File: config.mk
export PLATFORM = sky130hd
export DESIGN_NAME = lte_up_dfe_antsw_cfg_sched_flat
export DESIGN_NICKNAME = d
export VERILOG_FILES = /design/src/rtl/lte_up_dfe_antsw_cfg_sched_pkg.sv /design/src/rtl/lte_up_dfe_antsw_cfg_sched_if.sv /design/src/rtl/lte_up_dfe_framhd_lock.sv /design/src/rtl/lte_up_dfe_antsw_cfg_sched.sv /design/src/flat_wrapper.sv
export SDC_FILE = /design/constraint.sdc
export NUM_CORES = 1
export LEC_CHECK = 0
export BUFFER_PORTS_ARGS = -buffer_cell sky130_fd_sc_hd__clkbuf_2
export CORE_MARGIN = 1.5
export CORE_UTILIZATION = 53
export DETAILED_ROUTE_END_ITERATION = 10
export GPL_TIMING_DRIVEN = 0
export PLACE_DENSITY = 0.83
export SLEW_MARGIN = 15
export SYNTH_ARGS = -nofsm -noshare
export SYNTH_HDL_FRONTEND = slang
export SYNTH_SLANG_ARGS = --single-unit
File: constraint.sdc
create_clock -name sys_clk_491p52 -period 1.6 [get_ports sys_clk_491p52]
set_clock_uncertainty 0.2 [all_clocks]
set_input_delay 0.16 -clock sys_clk_491p52 [delete_from_list [all_inputs] [get_ports sys_clk_491p52]]
set_output_delay 0.16 -clock sys_clk_491p52 [all_outputs]
set_load 0.05 [all_outputs]
File: src/rtl/lte_up_dfe_antsw_cfg_sched_pkg.sv
// Shared types and constants for the antenna-switch configuration scheduler.
// Holds FSM encodings, bandwidth codes, reset antenna map and the config legality check.
package lte_up_dfe_antsw_cfg_sched_pkg;

  typedef enum logic [1:0] {
    CFG_IDLE  = 2'd0,
    CFG_CHECK = 2'd1,
    CFG_PEND  = 2'd2,
    CFG_APPLY = 2'd3
  } cfg_state_e;

  typedef enum logic [1:0] {
    LK_UNLOCK = 2'd0,
    LK_SEARCH = 2'd1,
    LK_LOCK   = 2'd2
  } lock_state_e;

  localparam logic [1:0]  MOD_5M  = 2'd0;
  localparam logic [1:0]  MOD_10M = 2'd1;
  localparam logic [1:0]  MOD_15M = 2'd2;
  localparam logic [1:0]  MOD_20M = 2'd3;

  localparam logic [31:0] ANT_POS_DFLT   = 32'h7654_3210;
  localparam int          FRAME_LEN_DFLT = 4915200;
  localparam int          PCNT_W         = 23;

  // Legal map: every nibble has bit 3 clear and the 3-bit fields cover 0..7 exactly once.
  function automatic logic cfg_valid(input logic [31:0] ant);
    logic [7:0] seen;
    logic       ok;
    seen = '0;
    ok   = 1'b1;
    for (int i = 0; i < 8; i++) begin
      ok = ok & ~ant[4*i+3];
      seen[ant[4*i +: 3]] = 1'b1;
    end
    return ok && (seen == 8'hFF);
  endfunction

endpackage

File: src/rtl/lte_up_dfe_antsw_cfg_sched_if.sv
// Configuration handshake, frame strobes and committed-map outputs of the scheduler.
// master drives config and strobes; slave is the scheduler itself.
interface lte_up_dfe_antsw_cfg_sched_if;
  logic        i_cfg_vld;
  logic [31:0] i_cfg_ant_pos;
  logic [1:0]  i_cfg_mod_sel;
  logic        o_cfg_rdy;
  logic        i_fram;
  logic        i_xant;
  logic [31:0] o_ant_pos;
  logic [1:0]  o_mod_sel;
  logic        o_commit;
  logic        o_cfg_err;
  logic        o_lock;
  logic        o_lock_lost;

  modport master (
    output i_cfg_vld, i_cfg_ant_pos, i_cfg_mod_sel, i_fram, i_xant,
    input  o_cfg_rdy, o_ant_pos, o_mod_sel, o_commit, o_cfg_err, o_lock, o_lock_lost
  );

  modport slave (
    input  i_cfg_vld, i_cfg_ant_pos, i_cfg_mod_sel, i_fram, i_xant,
    output o_cfg_rdy, o_ant_pos, o_mod_sel, o_commit, o_cfg_err, o_lock, o_lock_lost
  );
endinterface

File: src/rtl/lte_up_dfe_framhd_lock.sv
// Frame-head period tracker: 23-bit period counter plus UNLOCK/SEARCH/LOCK FSM.
// Lock/lock_lost are registered; a head is judged against the state before its own edge.
module lte_up_dfe_framhd_lock
  import lte_up_dfe_antsw_cfg_sched_pkg::*;
#(
  parameter int FRAME_LEN = FRAME_LEN_DFLT,
  parameter int FRAME_TOL = 2,
  parameter int LOCK_CNT  = 3
) (
  input  logic clk,
  input  logic rst_n,
  input  logic head,
  output logic lock,
  output logic lock_lost
);

  localparam logic [PCNT_W-1:0] LIMIT  = PCNT_W'(FRAME_LEN + FRAME_TOL);
  localparam logic [PCNT_W-1:0] LO_PER = PCNT_W'(FRAME_LEN - FRAME_TOL);
  localparam int                GW     = $clog2(LOCK_CNT + 1);
  localparam logic [GW-1:0]     GOOD_LAST = GW'(LOCK_CNT - 1);

  lock_state_e       state_q, state_d;
  logic [PCNT_W-1:0] cnt_q, period;
  logic [GW-1:0]     good_q, good_d;
  logic              lost_q, in_tol, timeout;

  assign period  = cnt_q + PCNT_W'(1);
  assign in_tol  = (period >= LO_PER) && (period <= LIMIT);
  // Next edge would push the counter to its ceiling with no head in sight.
  assign timeout = !head && (cnt_q == LIMIT - PCNT_W'(1));

  always_comb begin
    state_d = state_q;
    good_d  = good_q;
    case (state_q)
      LK_UNLOCK: begin
        if (head) begin
          state_d = LK_SEARCH;
          good_d  = '0;
        end
      end
      LK_SEARCH: begin
        if (head) begin
          if (!in_tol)                 good_d  = '0;
          else if (good_q == GOOD_LAST) state_d = LK_LOCK;
          else                         good_d  = good_q + GW'(1);
        end else if (timeout) begin
          state_d = LK_UNLOCK;
        end
      end
      LK_LOCK: begin
        if ((head && !in_tol) || timeout) state_d = LK_UNLOCK;
      end
      default: state_d = LK_UNLOCK;
    endcase
  end

  always_ff @(posedge clk) begin
    if (!rst_n) begin
      state_q <= LK_UNLOCK;
      good_q  <= '0;
      cnt_q   <= '0;
      lost_q  <= 1'b0;
    end else begin
      state_q <= state_d;
      good_q  <= good_d;
      lost_q  <= (state_q == LK_LOCK) && (state_d != LK_LOCK);
      if (head)               cnt_q <= '0;
      else if (cnt_q != LIMIT) cnt_q <= cnt_q + PCNT_W'(1);
    end
  end

  assign lock      = (state_q == LK_LOCK);
  assign lock_lost = lost_q;

endmodule

File: src/rtl/lte_up_dfe_antsw_cfg_sched.sv
// Antenna-map/bandwidth config scheduler: validates a config, then applies it on a frame head.
// Accepts one config at a time (ready only in IDLE); LTE_ANTSW_FRAME_LOCK_EN gates commits on frame lock.
module lte_up_dfe_antsw_cfg_sched
  import lte_up_dfe_antsw_cfg_sched_pkg::*;
#(
  parameter int FRAME_LEN = FRAME_LEN_DFLT,
  parameter int FRAME_TOL = 2,
  parameter int LOCK_CNT  = 3
) (
  input  logic                          sys_clk_491p52,
  input  logic                          sys_rst_491p52,
  lte_up_dfe_antsw_cfg_sched_if.slave   bus
);

  cfg_state_e  cfg_q, cfg_d;
  logic        head, permit, lock, lock_lost;
  logic        rdy_en_q, cfg_ok_q, cfg_rdy, accept;
  logic [31:0] shd_ant_q, ant_q;
  logic [1:0]  shd_mod_q, mod_q;

  assign head    = bus.i_fram & bus.i_xant;
  assign cfg_rdy = (cfg_q == CFG_IDLE) && rdy_en_q;
  assign accept  = bus.i_cfg_vld && cfg_rdy;

`ifdef LTE_ANTSW_FRAME_LOCK_EN
  lte_up_dfe_framhd_lock #(
    .FRAME_LEN (FRAME_LEN),
    .FRAME_TOL (FRAME_TOL),
    .LOCK_CNT  (LOCK_CNT)
  ) u_lock (
    .clk       (sys_clk_491p52),
    .rst_n     (sys_rst_491p52),
    .head      (head),
    .lock      (lock),
    .lock_lost (lock_lost)
  );
  // Registered lock is the pre-edge state, so a head that completes lock cannot also commit.
  assign permit = head && lock;
`else
  logic unused_timing_params;
  assign unused_timing_params = ^{32'(FRAME_LEN), 32'(FRAME_TOL), 32'(LOCK_CNT)};
  assign lock      = 1'b1;
  assign lock_lost = 1'b0;
  assign permit    = head;
`endif

  always_comb begin
    cfg_d = cfg_q;
    case (cfg_q)
      CFG_IDLE:  if (accept) cfg_d = CFG_CHECK;
      CFG_CHECK: cfg_d = cfg_ok_q ? CFG_PEND : CFG_IDLE;
      CFG_PEND:  if (permit) cfg_d = CFG_APPLY;
      CFG_APPLY: cfg_d = CFG_IDLE;
      default:   cfg_d = CFG_IDLE;
    endcase
  end

  always_ff @(posedge sys_clk_491p52) begin
    if (!sys_rst_491p52) begin
      cfg_q     <= CFG_IDLE;
      rdy_en_q  <= 1'b0;
      cfg_ok_q  <= 1'b0;
      shd_ant_q <= ANT_POS_DFLT;
      shd_mod_q <= MOD_20M;
      ant_q     <= ANT_POS_DFLT;
      mod_q     <= MOD_20M;
    end else begin
      cfg_q    <= cfg_d;
      rdy_en_q <= 1'b1;
      if (accept) begin
        shd_ant_q <= bus.i_cfg_ant_pos;
        shd_mod_q <= bus.i_cfg_mod_sel;
        cfg_ok_q  <= cfg_valid(bus.i_cfg_ant_pos);
      end
      if ((cfg_q == CFG_PEND) && (cfg_d == CFG_APPLY)) begin
        ant_q <= shd_ant_q;
        mod_q <= shd_mod_q;
      end
    end
  end

  assign bus.o_cfg_rdy   = cfg_rdy;
  assign bus.o_ant_pos   = ant_q;
  assign bus.o_mod_sel   = mod_q;
  assign bus.o_commit    = (cfg_q == CFG_APPLY);
  assign bus.o_cfg_err   = (cfg_q == CFG_CHECK) && !cfg_ok_q;
  assign bus.o_lock      = lock;
  assign bus.o_lock_lost = lock_lost;

endmodule

File: src/flat_wrapper.sv
// flat-port wrapper written by rule: the top's interface ports become plain ports
module lte_up_dfe_antsw_cfg_sched_flat import lte_up_dfe_antsw_cfg_sched_pkg::*;
#(
  parameter int FRAME_LEN = FRAME_LEN_DFLT,
  parameter int FRAME_TOL = 2,
  parameter int LOCK_CNT  = 3
)
  (sys_clk_491p52, sys_rst_491p52, bus_i_cfg_vld, bus_i_cfg_ant_pos, bus_i_cfg_mod_sel, bus_i_fram, bus_i_xant, bus_o_cfg_rdy, bus_o_ant_pos, bus_o_mod_sel, bus_o_commit, bus_o_cfg_err, bus_o_lock, bus_o_lock_lost);
  lte_up_dfe_antsw_cfg_sched_if bus_i ();
  input  logic sys_clk_491p52;
  input  logic sys_rst_491p52;
  input wire logic [$bits(bus_i.i_cfg_vld)-1:0] bus_i_cfg_vld;
  input wire logic [$bits(bus_i.i_cfg_ant_pos)-1:0] bus_i_cfg_ant_pos;
  input wire logic [$bits(bus_i.i_cfg_mod_sel)-1:0] bus_i_cfg_mod_sel;
  input wire logic [$bits(bus_i.i_fram)-1:0] bus_i_fram;
  input wire logic [$bits(bus_i.i_xant)-1:0] bus_i_xant;
  output wire logic [$bits(bus_i.o_cfg_rdy)-1:0] bus_o_cfg_rdy;
  output wire logic [$bits(bus_i.o_ant_pos)-1:0] bus_o_ant_pos;
  output wire logic [$bits(bus_i.o_mod_sel)-1:0] bus_o_mod_sel;
  output wire logic [$bits(bus_i.o_commit)-1:0] bus_o_commit;
  output wire logic [$bits(bus_i.o_cfg_err)-1:0] bus_o_cfg_err;
  output wire logic [$bits(bus_i.o_lock)-1:0] bus_o_lock;
  output wire logic [$bits(bus_i.o_lock_lost)-1:0] bus_o_lock_lost;
  assign bus_i.i_cfg_vld = bus_i_cfg_vld;
  assign bus_i.i_cfg_ant_pos = bus_i_cfg_ant_pos;
  assign bus_i.i_cfg_mod_sel = bus_i_cfg_mod_sel;
  assign bus_i.i_fram = bus_i_fram;
  assign bus_i.i_xant = bus_i_xant;
  assign bus_o_cfg_rdy = bus_i.o_cfg_rdy;
  assign bus_o_ant_pos = bus_i.o_ant_pos;
  assign bus_o_mod_sel = bus_i.o_mod_sel;
  assign bus_o_commit = bus_i.o_commit;
  assign bus_o_cfg_err = bus_i.o_cfg_err;
  assign bus_o_lock = bus_i.o_lock;
  assign bus_o_lock_lost = bus_i.o_lock_lost;
  lte_up_dfe_antsw_cfg_sched #(.FRAME_LEN(FRAME_LEN), .FRAME_TOL(FRAME_TOL), .LOCK_CNT(LOCK_CNT)) u_core (.sys_clk_491p52(sys_clk_491p52), .sys_rst_491p52(sys_rst_491p52), .bus(bus_i));
endmodule
# [After elaboration in Yosys (flattened, before gate mapping)]
# Index checks and enable logic that the tools add are counted.
[word_totals] input_bits=39 wordCells=87 register_bits=72 output_inout_bits=39
[classes] n_reduce_logical=15 bitwise=23 n_lt_le_gt_ge=16 mux=21 eq_ne=5
[ops] cell="8-bit bitwise OR" count=7
[ops] cell="3-bit by 4-bit less-than comparator with 1-bit output (second input constant)" count=8
[ops] cell="1-bit demux with 3-bit select" count=8
[ops] cell="3-bit by 1-bit >= comparator with 1-bit output (second input constant)" count=8
[ops] cell="1-bit logical AND" count=13
[ops] cell="1-bit 2-to-1 mux" count=9
[ops] cell="1-bit bitwise AND" count=8
[ops] cell="8-bit == test (second input constant)" count=1
[ops] cell="1-bit NOT" count=8
[ops] cell="2-bit case mux with 4 select lines" count=1
[ops] cell="2-bit == test (second input constant)" count=3
[ops] cell="2-bit 2-to-1 mux" count=3
[ops] cell="2-bit by 1-bit == test with 1-bit output (second input constant)" count=1
[ops] cell="2-bit zero test" count=1
[ops] cell="1-bit zero test" count=1

# [Logic depth before layout (Yosys ltp)]
# Gate-level depths: netlist of the first run.
[logic_depth] ltp_word=13 depth_mapped=7 mapped_depth_nobuf=6

# [Worst setup path before layout of the first run]
# OpenSTA, ideal clock, no wires.
[synth_timing] path_type="flip-flop to flip-flop" startpoint="register u_core.cfg_q[1]" endpoint="register u_core.shd_ant_q[8]" setup_ns=0.070 slack_ns=-0.496 stages_incl_launch_ff=7 n_path_buf=2 synth_period_minus_slack_ns=2.096 arrival_ns=1.826 cell_sequence="dfxtp_1 nor3b_2 and2_1 buf_2 buf_2 nand2_1 a21boi_1"
[synth_between] elab_chain_len=3
[synth_lines] element="start: declaration" line="lte_up_dfe_antsw_cfg_sched.sv:15" text="cfg_state_e cfg_q, cfg_d;"
[synth_lines] element="start signal: assignment" line="lte_up_dfe_antsw_cfg_sched.sv:68" text="cfg_q <= cfg_d;"
[synth_lines] element="2-bit zero test" line="lte_up_dfe_antsw_cfg_sched.sv:22" text="assign cfg_rdy = (cfg_q == CFG_IDLE) && rdy_en_q;"
[synth_lines] element="1-bit logical AND" line="lte_up_dfe_antsw_cfg_sched.sv:22"
[synth_lines] element="named net bus_o_cfg_rdy" line="flat_wrapper.sv:17" text="output wire logic [$bits(bus_i.o_cfg_rdy)-1:0] bus_o_cfg_rdy;"
[synth_lines] element="1-bit logical AND" line="lte_up_dfe_antsw_cfg_sched.sv:23" text="assign accept = bus.i_cfg_vld && cfg_rdy;"
[synth_lines] element="end signal: assignment" line="lte_up_dfe_antsw_cfg_sched.sv:71" text="shd_ant_q <= bus.i_cfg_ant_pos;"
[synth_lines] element="end: declaration" line="lte_up_dfe_antsw_cfg_sched.sv:18" text="logic [31:0] shd_ant_q, ant_q;"
# The timed path passes the listed nets, and every way through them passes these cells.
# A chain may end at the register's enable or synchronous reset.

# [Worst setup path in the final report of the first run]
[layout_timing] startpoint="register u_core.cfg_q[0]" endpoint="register u_core.cfg_ok_q"
[layout_between] elab_chain_len=3
[layout_lines] element="2-bit zero test" line="lte_up_dfe_antsw_cfg_sched.sv:22"
[layout_lines] element="1-bit logical AND" line="lte_up_dfe_antsw_cfg_sched.sv:22"
[layout_lines] element="1-bit logical AND" line="lte_up_dfe_antsw_cfg_sched.sv:23"
[layout_lines] element="end signal: assignment" line="lte_up_dfe_antsw_cfg_sched.sv:73" text="cfg_ok_q <= cfg_valid(bus.i_cfg_ant_pos);"
[layout_lines] element="end: declaration" line="lte_up_dfe_antsw_cfg_sched.sv:17" text="logic rdy_en_q, cfg_ok_q, cfg_rdy, accept;"
# No other way between the ends.

==> flow_summary.json, run 1 <==
{
  "run_status": "complete, but fails checks",
  "violations": "negative setup slack",
  "grt_pass1_vias": 2964,
  "met3_wirelength_um": 595,
  "start_util_pct": 54.3,
  "nNetsFinal": 552,
  "antennaDiodeCount": 0,
  "leakagePower_nw": 1.79,
  "final_layout_size_suffix_gt1_share_pct": 23.2,
  "areaGrowthSynthToFinish_pct": 31.4,
  "placed_cells": 553,
  "rrSetupSlack_ns": -0.03,
  "die_w_um": 80.4,
  "criticalPathCategory": "reg2reg",
  "first_pass_iters": 4,
  "hold_violations": 0,
  "period_minus_slack_ns": 1.63,
  "die_y_um": 80.4,
  "synth_edf_count": 0,
  "ctsLongestPathBuffers": 2,
  "place_congestion": 0.914,
  "cts_tree": "built",
  "critPathRequiredTime_ns": 1.68,
  "synthFlopType": "dfxtp_1",
  "grt_max_degree": 13,
  "grt_overflow_total": 0,
  "cts_setup_buffers": 0,
  "dr_total_vias": 3224,
  "fillers": 446,
  "hpwl_um": 6170,
  "r2r_cells": 6,
  "portBuffers": 70,
  "hold_path_end": "u_core.shd_ant_q[25]$_SDFFE_PN1P_",
  "arrival_ns": 1.71,
  "ant_nets": 0,
  "yosysTopAreaCell": "dfxtp_1",
  "stdcell_area_um2": 4170,
  "start_kind": "register",
  "ys_seq_elements": 72,
  "yosysUniqueCellTypes": 43,
  "worstSkewPairLatency_ns": 0.34,
  "drv_cap": 0,
  "setup_viol": 1,
  "synth_fp_nets": 447,
  "wl_um": 8890,
  "syn_area_per_cell_um2": 7.78,
  "htree_num_levels": 3,
  "core_area_um2": 5850,
  "ir_drop_v": 0.000652,
  "dpl_cell_area_um2": 3640,
  "drc": 0,
  "drv_slew": 0,
  "grt_usage_pct": 28.1,
  "powerDensity_nw_per_um2": 933,
  "dr_wl_met2_um": 4280,
  "dieArea_um2": 6460,
  "worst_slack_ns": -0.0327,
  "hold_start": "bus_i_cfg_ant_pos[25]",
  "rsz0062_at_grt": "true",
  "slew_headroom_pct": 64.8,
  "wl_per_cell_um": 15.0,
  "synth_area_um2": 3170,
  "ios": 78,
  "antenna_found_initial": 0,
  "fin_crit_sh_pct": 102,
  "max_freq_mhz": 612,
  "synth_area_leaders": "dfxtp_1, nand2_1, a21boi_0",
  "hp-class": "in2reg",
  "clockRootBuffer": "clkbuf_8",
  "whs_path_depth": 3,
  "final_util_pct": 71.3,
  "synth_top_area_share_pct": 45.4,
  "ys_seq_area_share_pct": 45.4,
  "r2r_end": "u_core.cfg_ok_q$_SDFFE_PN0P_",
  "grt_pass1_wl_um": 13800,
  "place_ws_ns": -0.224,
  "drt_iter0_drc": 225,
  "yosys_warnings": 0,
  "crit_fanout": 5,
  "met1_length_um": 3870,
  "viasPerCell": 5.45,
  "path_clk_slew_ns": 0.07,
  "clkSinkCount": 72,
  "async_flop_share_pct": 0,
  "stdcell_count": 592,
  "reg2reg_from": "u_core.cfg_q[0]$_SDFF_PN0_",
  "highest_layer": "met4",
  "fp-row-count": 28,
  "worst-slew-pin-transition_ns": 0.514,
  "cts_buffers": 9,
  "synthCells": 408,
  "end_kind": "register"
}
-- kinds of logic after synthesis --
kind of cell,after synthesis,synth area share [%]
other cells,2,0.237
buf+inv,40,5.40
flops,72,45.4
compound gates,79,19.1
simple gates,215,29.9
-- routing by layer --
metal / vias to the layer above / track usage (%)
met3: 14 / 6.59
met2: 120 / 48.1
li1: 1592 / -
met4: 0 / 7.93
met5: - / 0
met1: 1498 / 35.2
-- state kept, by name, indices dropped and copies added (netlist names) --
name and count:
u_core.bus.o_ant_pos 32, u_core.shd_ant_q 32, u_core.bus.o_mod_sel 2, u_core.cfg_q 2, u_core.shd_mod_q 2, u_core.cfg_ok_q 1
u_core.rdy_en_q 1
-- Yosys cell counts (2+ instances only) --
library cell,n
nor2b_1,2
buf_4,3
nand3b_1,3
nor3_1,9
nor3b_1,4
o21ai_0,3
o22ai_1,6
a21boi_1,16
nand2_1,143
clkbuf_1,18
dfxtp_1,72
buf_2,8
nand3_1,27
a21boi_0,25
inv_2,3
and2_1,2
nor4_1,4
conb_1,2
nor2_1,8
o32ai_1,7
nand2b_1,6
o22a_1,3
a32oi_1,2
o211ai_1,6
inv_1,8
-- layout make-up --
cell class / instances / area [µm²] / area share (%)
inverters: 11 / 41.3 / 0.990
well taps: 75 / 93.8 / 2.25
repair buffers: 95 / 606 / 14.5
clock buffers: 9 / 124 / 2.97
flip-flops and latches: 72 / 1450 / 34.7
multi-input cells: 296 / 1600 / 38.5
clock inverters: 6 / 83.8 / 2.01
plain buffers: 28 / 171 / 4.11
-- where the power goes --
part           internal [mW]  switching (mW)  total, mW
logic                  0.199           0.265      0.464
registers               1.84          0.0267       1.87
clock network          0.867           0.695       1.56
-- how the worst max path moves through the flow --
stage,start,slack [ns],endpoint,cells past startpoint
final,u_core.cfg_q[0]$_SDFF_PN0_,-0.03,u_core.cfg_ok_q$_SDFFE_PN0P_,6
after global routing,u_core.cfg_q[0]$_SDFF_PN0_,-0.06,u_core.cfg_ok_q$_SDFFE_PN0P_,6
after CTS,u_core.cfg_q[1]$_SDFF_PN0_,-0.03,u_core.cfg_ok_q$_SDFFE_PN0P_,6
after detailed placement,u_core.cfg_q[1]$_SDFF_PN0_,-0.22,u_core.bus.o_ant_pos[21]$_SDFFE_PN0P_,5
after global placement,bus_i_cfg_ant_pos[19],-0.19,u_core.cfg_ok_q$_SDFFE_PN0P_,7
after floorplan,u_core.cfg_q[0]$_SDFF_PN0_,-0.22,u_core.cfg_ok_q$_SDFFE_PN0P_,6
-- per-stage QoR --
stage                     TNS (ns)  total power, mW  hold slack [ns]
after global routing        -0.118             4.03          0.00605
after detailed placement     -4.93             2.31           0.0996
after floorplan              -5.85             2.16          -0.0123
after global placement       -2.82             2.31           0.0956
final                      -0.0327             3.89          0.00668
after CTS                  -0.0609             3.89          0.00133
-- critical path, stage by stage, from the launching register on --
cell,delay (ns)
dfxtp_2,0.36
nor3b_4,0.26
and2_4,0.20
nand4_1,0.14
a41oi_2,0.21
nand3_2,0.10
o21ai_2,0.11
-- repair_timing --
action	4_1_cts	5_1_grt
endpoints found under the hold margin	25	0
hold buffers	25	0
pin swaps	2	1
endpoints found under the setup margin	34	53
resized for setup	18	18
-- layout by cell type (no fill, tap or decap), types with 8 or more instances in the layout --
cell | synthesis | routed
clkbuf_2 | 0 | 70
nor3_1 | 9 | 9
nand3_1 | 27 | 25
dfxtp_1 | 72 | 70
a21boi_1 | 16 | 17
clkbuf_8 | 0 | 9
clkbuf_1 | 18 | 11
nand2_1 | 143 | 143
inv_1 | 8 | 8
a21boi_0 | 25 | 23
dlygate4sd3_1 | 0 | 25
nor2_1 | 8 | 8
Note: power is estimated with default switching activity, not from simulation.
==> run 2: changes to the inputs <==
--- a/config.mk
+++ b/config.mk
@@ -11,6 +11,7 @@
 export DETAILED_ROUTE_END_ITERATION = 10
 export GPL_TIMING_DRIVEN = 0
 export PLACE_DENSITY = 0.83
+export SKIP_CTS_REPAIR_TIMING = 1
 export SLEW_MARGIN = 15
 export SYNTH_ARGS = -nofsm -noshare
 export SYNTH_HDL_FRONTEND = slang
==> flow_summary.json, run 2 (synthesized netlist as in run 1, its figures left out) <==
{
  "start_util_pct": 54.3,
  "fin_crit_sh_pct": 101,
  "setup_viol": 2,
  "final_cell_mix": "nand2_1, clkbuf_2, dfxtp_1",
  "worst_hold_slack_ns": -0.0326,
  "ctsLongestPathBuffers": 2,
  "run_status": "complete, but fails checks",
  "clockRootBuffer": "clkbuf_8",
  "grt_pass1_wl_um": 13200,
  "first_pass_iters": 5,
  "layout_commonest_cell": "nand2_1",
  "grt_usage_pct": 27.0,
  "ir_drop_v": 0.000771,
  "ios": 78,
  "antennaDiodeCount": 0,
  "max_freq_mhz": 616,
  "cts_tree": "built",
  "crit_fanout": 5,
  "place_ws_ns": -0.224,
  "worst_slack_ns": -0.0226,
  "start_kind": "register",
  "criticalPathCategory": "reg2reg",
  "grt_max_degree": 13,
  "drv_slew": 0,
  "htree_num_levels": 3,
  "violations": "negative hold slack, negative setup slack",
  "nNetsFinal": 549,
  "areaGrowthSynthToFinish_pct": 30.0,
  "fillers": 460,
  "final_util_pct": 70.5,
  "viasPerCell": 5.51,
  "cts_buffers": 9,
  "grt_pass1_vias": 2820,
  "wl_um": 9020,
  "total_power_mw": 3.89,
  "leakagePower_nw": 1.77,
  "die_w_um": 80.4,
  "powerDensity_nw_per_um2": 942,
  "drc": 0,
  "hpwl_um": 6170,
  "ant_nets": 0,
  "rsz0062_at_grt": "true",
  "hp-class": "in2reg",
  "dr_total_vias": 3243,
  "worstSkewPairLatency_ns": 0.34,
  "dieArea_um2": 6460,
  "drv_cap": 0,
  "worst-slew-pin-transition_ns": 0.504,
  "wl_per_cell_um": 15.3,
  "period_minus_slack_ns": 1.62,
  "final_layout_size_suffix_gt1_share_pct": 23.3,
  "clkSinkCount": 72,
  "hold_violations": 2,
  "antenna_found_initial": 0,
  "end_kind": "register",
  "grt_overflow_total": 0,
  "critPathRequiredTime_ns": 1.67,
  "slew_headroom_pct": 65.5,
  "drt_iter0_drc": 234,
  "arrival_ns": 1.70,
  "portBuffers": 70,
  "path_clk_slew_ns": 0.08,
  "fp-row-count": 28,
  "core_area_um2": 5850,
  "place_congestion": 0.914,
  "die_y_um": 80.4
}
-- run 2: cell types whose count changed in the layout (fill, tap and decap cells not counted), sizes merged --
cell	delta
buf	+1
dlygate4sd3	-4
-- run 2: metrics by stage --
step | instance area [µm²] | cells | TNS, ns
after floorplan | 3200 | 408 | -5.85
after global placement | 3640 | 553 | -2.82
after detailed placement | 3640 | 553 | -4.93
after CTS | 3850 | 568 | -5.32
after global routing | 4130 | 589 | -0.334
final | 4130 | 589 | -0.0294
-- run 2: power by group --
part           leakage (nW)  internal, mW  switching [mW]
Sequential            0.587          1.84          0.0268
Combinational          1.08         0.195           0.268
Clock                 0.109         0.867           0.688
Total                  1.77          2.90           0.983
-- run 2: final cells by class --
type	count	area, µm²	share of cell area (%)
Clock buffer	9	124	3.00
Multi-Input combinational cell	296	1600	38.8
Buffer	29	175	4.25
Sequential cell	72	1440	35.0
Clock inverter	6	83.8	2.03
Timing Repair Buffer	91	563	13.6
Tap cell	75	93.8	2.27
Inverter	11	41.3	1.00
-- run 2: metal layers --
metal | track usage [%] | up-vias | part of all wire (%)
met3 | 5.34 | 16 | 5.7
met2 | 44.4 | 121 | 48
li1 | - | 1588 | -
met4 | 8.97 | 0 | 1.7
met1 | 35.2 | 1518 | 45
met5 | 0 | - | 0
-- run 2: critical path: stages (launching register included) --
cell and delay [ns]:
dfxtp_2 0.36, nor3b_4 0.24, and2_4 0.19, nand4_1 0.14, a41oi_2 0.21, nand3_2 0.11, o21ai_2 0.11
-- run 2: path summary, 6_finish.rpt --
check | to | start | slack (ns) | depth (start not counted)
hold reg to reg | u_core.bus.o_ant_pos[3]$_SDFFE_PN0P_ | u_core.shd_ant_q[3]$_SDFFE_PN0P_ | 0.26 | 2
hold / removal | u_core.shd_ant_q[24]$_SDFFE_PN0P_ | bus_i_cfg_ant_pos[24] | -0.03 | 3
setup / recovery | u_core.cfg_ok_q$_SDFFE_PN0P_ | u_core.cfg_q[1]$_SDFF_PN0_ | -0.02 | 6
setup reg to reg | u_core.cfg_ok_q$_SDFFE_PN0P_ | u_core.cfg_q[1]$_SDFF_PN0_ | -0.02 | 6
